==> src/rtl/usr_pkg.sv <==
// Shared types for the universal shift register with sequencer.
// Holds the operation encodings, FSM states and the mode decoder.
package usr_pkg;

    typedef enum logic [2:0] {
        M_HOLD = 3'b000,
        M_SHR  = 3'b001,
        M_SHL  = 3'b010,
        M_LOAD = 3'b011,
        M_ASR  = 3'b100,
        M_ROR  = 3'b101,
        M_ROL  = 3'b110,
        M_RSVD = 3'b111
    } usr_mode_t;

    typedef enum logic {
        S_IDLE = 1'b0,
        S_RUN  = 1'b1
    } usr_state_t;

    // Rotates collapse to HOLD when the rotate option is not built.
    function automatic usr_mode_t usr_decode(
        input logic [2:0] m,
        input bit         rot_en
    );
        usr_mode_t r;
        r = usr_mode_t'(m);
        unique case (1'b1)
            (r == M_RSVD):                    r = M_HOLD;
            (!rot_en && (r == M_ROR)):        r = M_HOLD;
            (!rot_en && (r == M_ROL)):        r = M_HOLD;
            default:                          r = r;
        endcase
        return r;
    endfunction

endpackage

==> src/rtl/usr_seq_if.sv <==
// Control/data bundle between a client and usr_seq.
// master drives the operation request, slave is the register.
interface usr_seq_if #(
    parameter int WIDTH   = 8,
    parameter int COUNT_W = 4
) ();

    logic [2:0]         mode;
    logic [WIDTH-1:0]   pin;
    logic               lin;
    logic               rin;
    logic               start;
    logic [COUNT_W-1:0] count;
    logic [WIDTH-1:0]   out;
    logic               sout_r;
    logic               sout_l;
    logic               busy;
    logic               done;

    modport master (
        output mode, pin, lin, rin, start, count,
        input  out, sout_r, sout_l, busy, done
    );

    modport slave (
        input  mode, pin, lin, rin, start, count,
        output out, sout_r, sout_l, busy, done
    );

endinterface

==> src/rtl/usr_cell.sv <==
// One bit of the shift register: next-state mux and flop.
// All neighbour/serial/rotate sources arrive pre-wired from the top.
module usr_cell
    import usr_pkg::*;
(
    input  logic      clk,
    input  logic      reset,
    input  usr_mode_t op,
    input  logic      d,
    input  logic      shr_in,
    input  logic      shl_in,
    input  logic      asr_in,
    input  logic      ror_in,
    input  logic      rol_in,
    output logic      q
);

    logic nxt;

    always_comb begin
        nxt = q;
        case (op)
            M_SHR:   nxt = shr_in;
            M_SHL:   nxt = shl_in;
            M_LOAD:  nxt = d;
            M_ASR:   nxt = asr_in;
            M_ROR:   nxt = ror_in;
            M_ROL:   nxt = rol_in;
            default: nxt = q;
        endcase
    end

    always_ff @(posedge clk or negedge reset) begin
        if (!reset) begin
            q <= 1'b0;
        end else begin
            q <= nxt;
        end
    end

endmodule

==> src/rtl/usr_seq.sv <==
// Universal shift register with start/busy/done shift sequencer.
// Define USR_SEQ_ROTATE_EN to implement ROR/ROL (else they hold).
module usr_seq
    import usr_pkg::*;
#(
    parameter int WIDTH   = 8,
    parameter int COUNT_W = 4
) (
    input logic    clk,
    input logic    reset,
    usr_seq_if.slave bus
);

`ifdef USR_SEQ_ROTATE_EN
    localparam bit ROT_EN = 1'b1;
`else
    localparam bit ROT_EN = 1'b0;
`endif

    usr_state_t         state;
    usr_state_t         state_n;
    usr_mode_t          lmode;
    usr_mode_t          op;
    logic [COUNT_W-1:0] rem;
    logic               done_q;
    logic               busy_c;
    logic               last;
    logic               go;

    logic [WIDTH-1:0]   q;
    logic [WIDTH-1:0]   shr_v;
    logic [WIDTH-1:0]   shl_v;
    logic [WIDTH-1:0]   asr_v;
    logic [WIDTH-1:0]   ror_v;
    logic [WIDTH-1:0]   rol_v;

    assign go   = (state == S_IDLE) && bus.start;
    assign last = (rem == COUNT_W'(1));

    always_ff @(posedge clk or negedge reset) begin
        if (!reset) begin
            state <= S_IDLE;
        end else begin
            state <= state_n;
        end
    end

    always_comb begin
        state_n = state;
        unique case (state)
            S_IDLE: begin
                if (bus.start && (bus.count != '0)) begin
                    state_n = S_RUN;
                end
            end
            S_RUN: begin
                if (last) begin
                    state_n = S_IDLE;
                end
            end
            default: state_n = S_IDLE;
        endcase
    end

    // A start edge itself performs no operation on the register.
    always_comb begin
        op     = M_HOLD;
        busy_c = 1'b0;
        unique case (state)
            S_IDLE: begin
                op = bus.start ? M_HOLD : usr_decode(bus.mode, ROT_EN);
            end
            S_RUN: begin
                op     = lmode;
                busy_c = 1'b1;
            end
            default: begin
                op     = M_HOLD;
                busy_c = 1'b0;
            end
        endcase
    end

    always_ff @(posedge clk or negedge reset) begin
        if (!reset) begin
            lmode  <= M_HOLD;
            rem    <= '0;
            done_q <= 1'b0;
        end else if (go) begin
            lmode  <= usr_decode(bus.mode, ROT_EN);
            rem    <= bus.count;
            done_q <= (bus.count == '0);
        end else if (state == S_RUN) begin
            rem    <= rem - COUNT_W'(1);
            done_q <= last;
        end else begin
            done_q <= 1'b0;
        end
    end

    assign shr_v = {bus.rin,    q[WIDTH-1:1]};
    assign asr_v = {q[WIDTH-1], q[WIDTH-1:1]};
    assign ror_v = {q[0],       q[WIDTH-1:1]};
    assign shl_v = {q[WIDTH-2:0], bus.lin};
    assign rol_v = {q[WIDTH-2:0], q[WIDTH-1]};

    for (genvar i = 0; i < WIDTH; i++) begin : g_bit
        usr_cell u_cell (
            .clk    (clk),
            .reset  (reset),
            .op     (op),
            .d      (bus.pin[i]),
            .shr_in (shr_v[i]),
            .shl_in (shl_v[i]),
            .asr_in (asr_v[i]),
            .ror_in (ror_v[i]),
            .rol_in (rol_v[i]),
            .q      (q[i])
        );
    end

    assign bus.out    = q;
    assign bus.sout_r = q[0];
    assign bus.sout_l = q[WIDTH-1];
    assign bus.busy   = busy_c;
    assign bus.done   = done_q;

endmodule

==> src/flat_wrapper.sv <==
// flat-port wrapper written by rule: the top's interface ports become plain ports
module usr_seq_flat import usr_pkg::*;
#(
    parameter int WIDTH   = 8,
    parameter int COUNT_W = 4
)
  (clk, reset, bus_mode, bus_pin, bus_lin, bus_rin, bus_start, bus_count, bus_out, bus_sout_r, bus_sout_l, bus_busy, bus_done);
  usr_seq_if #(.WIDTH(WIDTH), .COUNT_W(COUNT_W)) bus_i ();
  input logic clk;
  input logic reset;
  input wire logic [$bits(bus_i.mode)-1:0] bus_mode;
  input wire logic [$bits(bus_i.pin)-1:0] bus_pin;
  input wire logic [$bits(bus_i.lin)-1:0] bus_lin;
  input wire logic [$bits(bus_i.rin)-1:0] bus_rin;
  input wire logic [$bits(bus_i.start)-1:0] bus_start;
  input wire logic [$bits(bus_i.count)-1:0] bus_count;
  output wire logic [$bits(bus_i.out)-1:0] bus_out;
  output wire logic [$bits(bus_i.sout_r)-1:0] bus_sout_r;
  output wire logic [$bits(bus_i.sout_l)-1:0] bus_sout_l;
  output wire logic [$bits(bus_i.busy)-1:0] bus_busy;
  output wire logic [$bits(bus_i.done)-1:0] bus_done;
  assign bus_i.mode = bus_mode;
  assign bus_i.pin = bus_pin;
  assign bus_i.lin = bus_lin;
  assign bus_i.rin = bus_rin;
  assign bus_i.start = bus_start;
  assign bus_i.count = bus_count;
  assign bus_out = bus_i.out;
  assign bus_sout_r = bus_i.sout_r;
  assign bus_sout_l = bus_i.sout_l;
  assign bus_busy = bus_i.busy;
  assign bus_done = bus_i.done;
  usr_seq #(.WIDTH(WIDTH), .COUNT_W(COUNT_W)) u_core (.clk(clk), .reset(reset), .bus(bus_i));
endmodule
==> config.mk <==
export PLATFORM = sky130hd
export DESIGN_NAME = usr_seq_flat
export DESIGN_NICKNAME = d
export VERILOG_FILES = /design/src/rtl/usr_pkg.sv /design/src/rtl/usr_seq_if.sv /design/src/rtl/usr_cell.sv /design/src/rtl/usr_seq.sv /design/src/flat_wrapper.sv
export SDC_FILE = /design/constraint.sdc
export NUM_CORES = 1
export LEC_CHECK = 0
export BUFFER_PORTS_ARGS = -buffer_cell sky130_fd_sc_hd__buf_2
export CAP_MARGIN = 5
export CORE_AREA = 3 3 58 60
export CTS_BUF_LIST = sky130_fd_sc_hd__clkbuf_16
export CTS_CLUSTER_DIAMETER = 50
export DETAILED_ROUTE_END_ITERATION = 10
export DIE_AREA = 0 0 61 63
export HOLD_SLACK_MARGIN = 0.06
export PLACE_DENSITY = 0.68
export SLEW_MARGIN = 10
export SYNTH_ARGS = -nofsm -noshare
export SYNTH_HDL_FRONTEND = slang
export SYNTH_SLANG_ARGS = --single-unit
export TNS_END_PERCENT = 5
==> constraint.sdc <==
create_clock -name clk -period 3.1 [get_ports clk]
set_input_delay 0.62 -clock clk [delete_from_list [all_inputs] [get_ports clk]]
set_output_delay 0.62 -clock clk [all_outputs]
set_load 0.05 [all_outputs]
== Word-level counts from Yosys, hierarchy flattened ==
Cells that the tools add are included.

* Add/subtract/negate cells: 1
* Multiply operators: 0
* Div/mod/pow operators: 0
* Order comparisons: 0
* Equality and inequality tests: 10
* Shift operators: 0
* Muxes and demuxes: 19
* Bitwise operators: 1
* Reductions and logical operators: 11

{| class="wikitable"
|+ Operators with widths
! operator !! count
|-
| $eq 3x3->1 const B || 6
|-
| $pmux 1 s3 || 6
|-
| $reduce_bool 4->1 || 3
|-
| $mux 4 || 2
|-
| $pmux 1 s4 || 2
|-
| $eq 3x2->1 const B || 2
|-
| $mux 3 || 2
|-
| $pmux 3 s2 || 1
|-
| $reduce_or 3->1 || 2
|-
| $mux 1 || 5
|-
| $eq 4x1->1 const B || 1
|-
| $logic_not 4->1 || 1
|-
| $sub 4x1->4 const B || 1
|-
| $eq 3x1->1 const B || 1
|-
| $reduce_bool 3->1 || 1
|-
| $logic_and 1x1->1 || 2
|-
| $pmux 1 s2 || 1
|-
| $reduce_bool 2->1 || 1
|-
| $reduce_or 2->1 || 1
|-
| $not 1->1 || 1
|}

* Bits in registers: 17
* Bits in latches: 0
* Bits in writable memories: 0
* Bits in read-only memories: 0
* Bits of input ports: 20
* Logic and storage cells: 54
* Memories: 0

== Logic depth before layout (Yosys ltp) ==
* Depth in word-level cells: 8
* Depth in mapped cells: 7
* Mapped depth without buffers: 5

== Cells and area by module ==
Synthesis repeated with hierarchy kept, for this count alone.

* Cell total of the unflattened synthesis: 179
* Area total of the unflattened synthesis: 1345.0 µm²

{| class="wikitable"
|+ By module, submodules not included
! module !! times used !! cells each !! area an instance (µm²) !! seq. area each (µm²)
|-
| usr_cell || 8 || 15 || 101.3 || 25.0
|-
| usr_seq || 1 || 59 || 534.3 || 225.2
|}

== Worst setup path after synthesis ==
No wires, ideal clock.

* Path type: input to register
* From: input bus_start
* To: register u_core.g_bit[5].u_cell.q
* Arrival time: 2.016 ns
* Data required time: 2.974 ns
* Setup slack: 0.958 ns
* Stages on the path: 6
* Path buffers: 2
* Cell sequence: buf_6 > or4b_4 > and2_4 > buf_6 > a21o_4 > a221o_1

* Word-level cells in the longest chain between the ends: 5

{| class="wikitable"
|+ RTL lines
! element !! RTL line !! RTL
|-
| from (decl) || flat_wrapper.sv:15 || <nowiki>input wire logic [$bits(bus_i.start)-1:0] bus_start;</nowiki>
|-
| $mux 3 (*) || usr_seq.sv:71 || <nowiki>op = bus.start ? M_HOLD : usr_decode(bus.mode, ROT_EN);</nowiki>
|-
| $pmux 3 s2 (*) || usr_seq.sv:69 || <nowiki>unique case (state)</nowiki>
|-
| $eq 3x3->1 (tied with other cells) || usr_cell.sv:22 || <nowiki>case (op)</nowiki>
|-
| $reduce_or 3->1 (no source line) or $reduce_or 2->1 (tied branches) || - ||
|-
| $pmux 1 s3 or $reduce_bool 3->1 (tied branches) || - ||
|-
| to (signal assigned) || usr_cell.sv:37 || <nowiki>q <= nxt;</nowiki>
|-
| to (decl) || usr_cell.sv:15 || <nowiki>output logic q</nowiki>
|}

Mark *: on every way between the ends. The rest lies on a longest branch, timed or not.
A chain may end at the register's enable or synchronous reset.

== Worst setup path in the final report ==
* From: register u_core.state
* To: register u_core.g_bit[5].u_cell.q

* Word-level cells in the longest chain between the ends: 5

{| class="wikitable"
|+ RTL lines
! element !! RTL line !! RTL
|-
| from (decl) || usr_seq.sv:20 || <nowiki>usr_state_t state;</nowiki>
|-
| from (signal assigned) || usr_seq.sv:44 || <nowiki>state <= state_n;</nowiki>
|-
| $not 1->1 || usr_seq.sv:69 ||
|-
| $pmux 3 s2 (*) || usr_seq.sv:69 ||
|-
| $eq 3x3->1 (tied with other cells) || usr_cell.sv:22 ||
|-
| $reduce_or 3->1 (no source line) or $reduce_or 2->1 (tied branches) || - ||
|-
| $pmux 1 s3 or $reduce_bool 3->1 (tied branches) || - ||
|}

Marked as above.

==> summary.txt <==
Critical path
  – Crit path largest cell delay: 710 ps
  – R2r startpoint: u_core.state
  – CP required: 3230 ps
  – Arr. time, crit path: 2270 ps
  – Critical path's slowest cell: dfrtp_1
  – Critical path origin: u_core.state
  – Worst setup SP type: flip-flop
  – Worst Path Class, Setup: flip-flop to flip-flop
  – CP endpoint kind: flip-flop
  – CP Cell Sequence: nor2_1, a22oi_1, nor3_4, a21o_4, a221o_1
  – Crit-path max FO: 18
  – Crit-path leading delay family: compound AO/OA/AOI/OAI gates
  – WP buf/inv: 0

Global route
  – All-layer global routing usage: 14.9%
  – GRT overflow: 0
  – Pin count of the biggest net entering global routing: 19
  – First-pass GRT wire length: 4.44 mm
  – Antenna violations before repair: 0
  – Vias in the first global route: 1013

Logic synthesis
  – Post-synth top cells: nand2_1, dfrtp_1, o21ai_0
  – Asr flop ratio synth: 100%
  – Largest cells by area after synthesis: dfrtp_1, nand2_1, o21ai_0
  – Gate Count Post-Synth: 126
  – Syn nets: 148
  – Register area share after synthesis: 36.7%
  – Post-synth top area share: 36.7%
  – Synth Flop Type: dfrtp_1
  – Synth Warn #: 0
  – Top-count cell post-synth: nand2_1
  – Number of synthesized register bits: 17
  – Mapped Avg Cell Area: 9.21 um^2
  – Syn Std Cell Area: 0.00116 mm^2
  – EDFF count, synth: 0
  – Area leader, netlist: dfrtp_1
  – Netlist cell types: 41

Detailed routing
  – Via count: 1035
  – Final wirelength: 2.71 mm
  – Routed len/inst: 14.9 um
  – First drt pass iteration count: 4
  – Residual DRC: 0
  – Post-DRT Antenna Nets: 0
  – Initial DRC count: 26
  – Via density: 5.69

Power and ir drop
  – P_leak: 0.644 nW
  – Worst vdd ir: 401 uV
  – Pwr Density: 1220 mW/mm^2

Placed design
  – Port Buf Inserts: 31
  – Placed cells: 178
  – Final Wtd Congestion: 0.807
  – Final HPWL DP: 2.04 mm

Clocking
  – Later-pin clock latency in the skew report: 250 ps
  – CTS tree: built
  – Clock Pin Slew Worst Setup and Hold Paths: 50 ps
  – CTS Hold Buffers Added: 0
  – Setup Buffers After CTS: 0
  – Cts bufs inserted: 3
  – Clock Path Buffers: 2
  – CTS root buf: clkbuf_16
  – # resized after CTS: 0
  – Sink Count: 17
  – H-tree depth: 1

Timing
  – Worst slew margin: 54.3%
  – Max Freq: 0.466 GHz
  – Min Tclk post-route: 2140 ps
  – Actual slew at the worst max-slew pin: 685 ps
  – Setup TNS: 0 ps
  – Max Transition Viols Final: 0
  – Fin crit share: 69.2%
  – Final hold violation count: 0
  – Final setup skew: 1.66 ps
  – Setup Viol. Count Final: 0
  – RSZ-0062 raised after global routing: false

Floorplan
  – Initial Util: 38.9%
  – Row count: 20
  – Ports: 32
  – Core area: 0.00298 mm^2
  – Die width: 61 um
  – Die span in y: 63 um
  – Die Area: 0.00384 mm^2

Finish
  – NumNets Final: 172
  – Number of inserted diodes: 0
  – Finished Layout Cells: 182
  – Share of cells above drive strength 1: 30.2%
  – Filler cell count: 306
  – Layout area overhead: 15.2%

Run status
  – Status: completed

Run
  – Max_cap viols: 0

Worst hold path
  – Min-Delay Path Class: input pin to async pin
cell type report:
type / instances / area (um^2) / share of cell area, %
tap: 33 / 41.3 / 3.09
multi-input combinational: 92 / 617 / 46.2
clock buffer: 3 / 75.1 / 5.62
inverter: 5 / 18.8 / 1.40
clock inverter: 1 / 3.75 / 0.281
timing repair buffer: 31 / 155 / 11.6
sequential: 17 / 425 / 31.8
power by group:
| part | leakage, nW | total (W) | switching [W] | internal [W] |
|---|---|---|---|---|
| combinational | 0.399 | 0.000922 | 0.000597 | 0.000325 |
| sequential | 0.203 | 0.000452 | 0.000125 | 0.000327 |
| clock | 0.0423 | 0.000262 | 0.0000906 | 0.000172 |
| total | 0.644 | 0.00164 | 0.000812 | 0.000824 |
per-layer routing:
metal / wire length (um) / track usage, % / up-vias / share of wire (%)
met2: 1330 / 24.6 / 32 / 49
met5: 0 / 0 / - / 0
met3: 184 / 4.13 / 0 / 6.8
met1: 1200 / 19.4 / 507 / 44
li1: - / - / 496 / -
met4: 0 / 2.71 / 0 / 0
metrics by stage:
step	power [W]	hold WS [ps]	setup slack [ps]	cell area [um^2]	util [%]
final	0.00164	292	955	1340	44.9
after global routing	0.00176	321	819	1340	44.9
after CTS	0.00165	317	961	1340	44.9
after detailed placement	0.00138	514	794	1260	42.2
after global placement	0.00134	494	852	1260	42.2
after floorplan	0.00126	324	958	1160	-
worst register-to-register path, delay by kind of cell, from the launching register on:
family             cells  cell delay (ps)
and+or+nand+nor        2              220
DFF                    1              710
AOI/OAI and AO/OA      3             1090
cells by family after synthesis:
logic type	after synthesis	synth area share [%]
adder cells (fa/ha/maj)	2	2.16
AO/OA/AOI/OAI	39	25.1
flip-flops	17	36.7
multiplexers	3	2.59
XOR/XNOR	2	1.51
buffers and inverters	17	10.1
AND/OR/NAND/NOR	46	21.8
layout by cell type, fill, tap and decap left out, drive strengths merged, types with 2 or more instances in the layout:
master  Yosys  routed
nor2b       2       2
and2        2       2
o21ai      12      12
ha          2       2
clkbuf      0       3
a22oi       4       4
nand2      20      20
xor2        2       2
o22ai       2       2
or4b        2       2
o311ai      2       2
a22o        2       2
inv         5       6
nor2        5       5
a21o        2       2
nand3       3       3
nor3        4       4
a21oi       6       6
dfrtp      17      17
a221o       2       2
or3         2       2
buf        12      31
mux2i       3       3
worst paths after layout:
check	endpoint	slack (ps)	cells after the start
max in group asynchronous	u_core.g_bit[5].u_cell.q	2520	1
max	u_core.g_bit[5].u_cell.q	960	5
min in group clk	u_core.lmode[1]	520	2
max reg2reg	u_core.g_bit[5].u_cell.q	960	5
min reg2reg	u_core.lmode[1]	520	2
min	u_core.g_bit[3].u_cell.q	290	1
state kept, by name, indices dropped and copies added (netlist names):
| signal | count |
|---|---|
| u_core.g_bit.u_cell.q | 8 |
| u_core.rem | 4 |
| u_core.lmode | 3 |
| u_core.bus.done | 1 |
| u_core.state | 1 |
(Power assumes the default switching activity.)
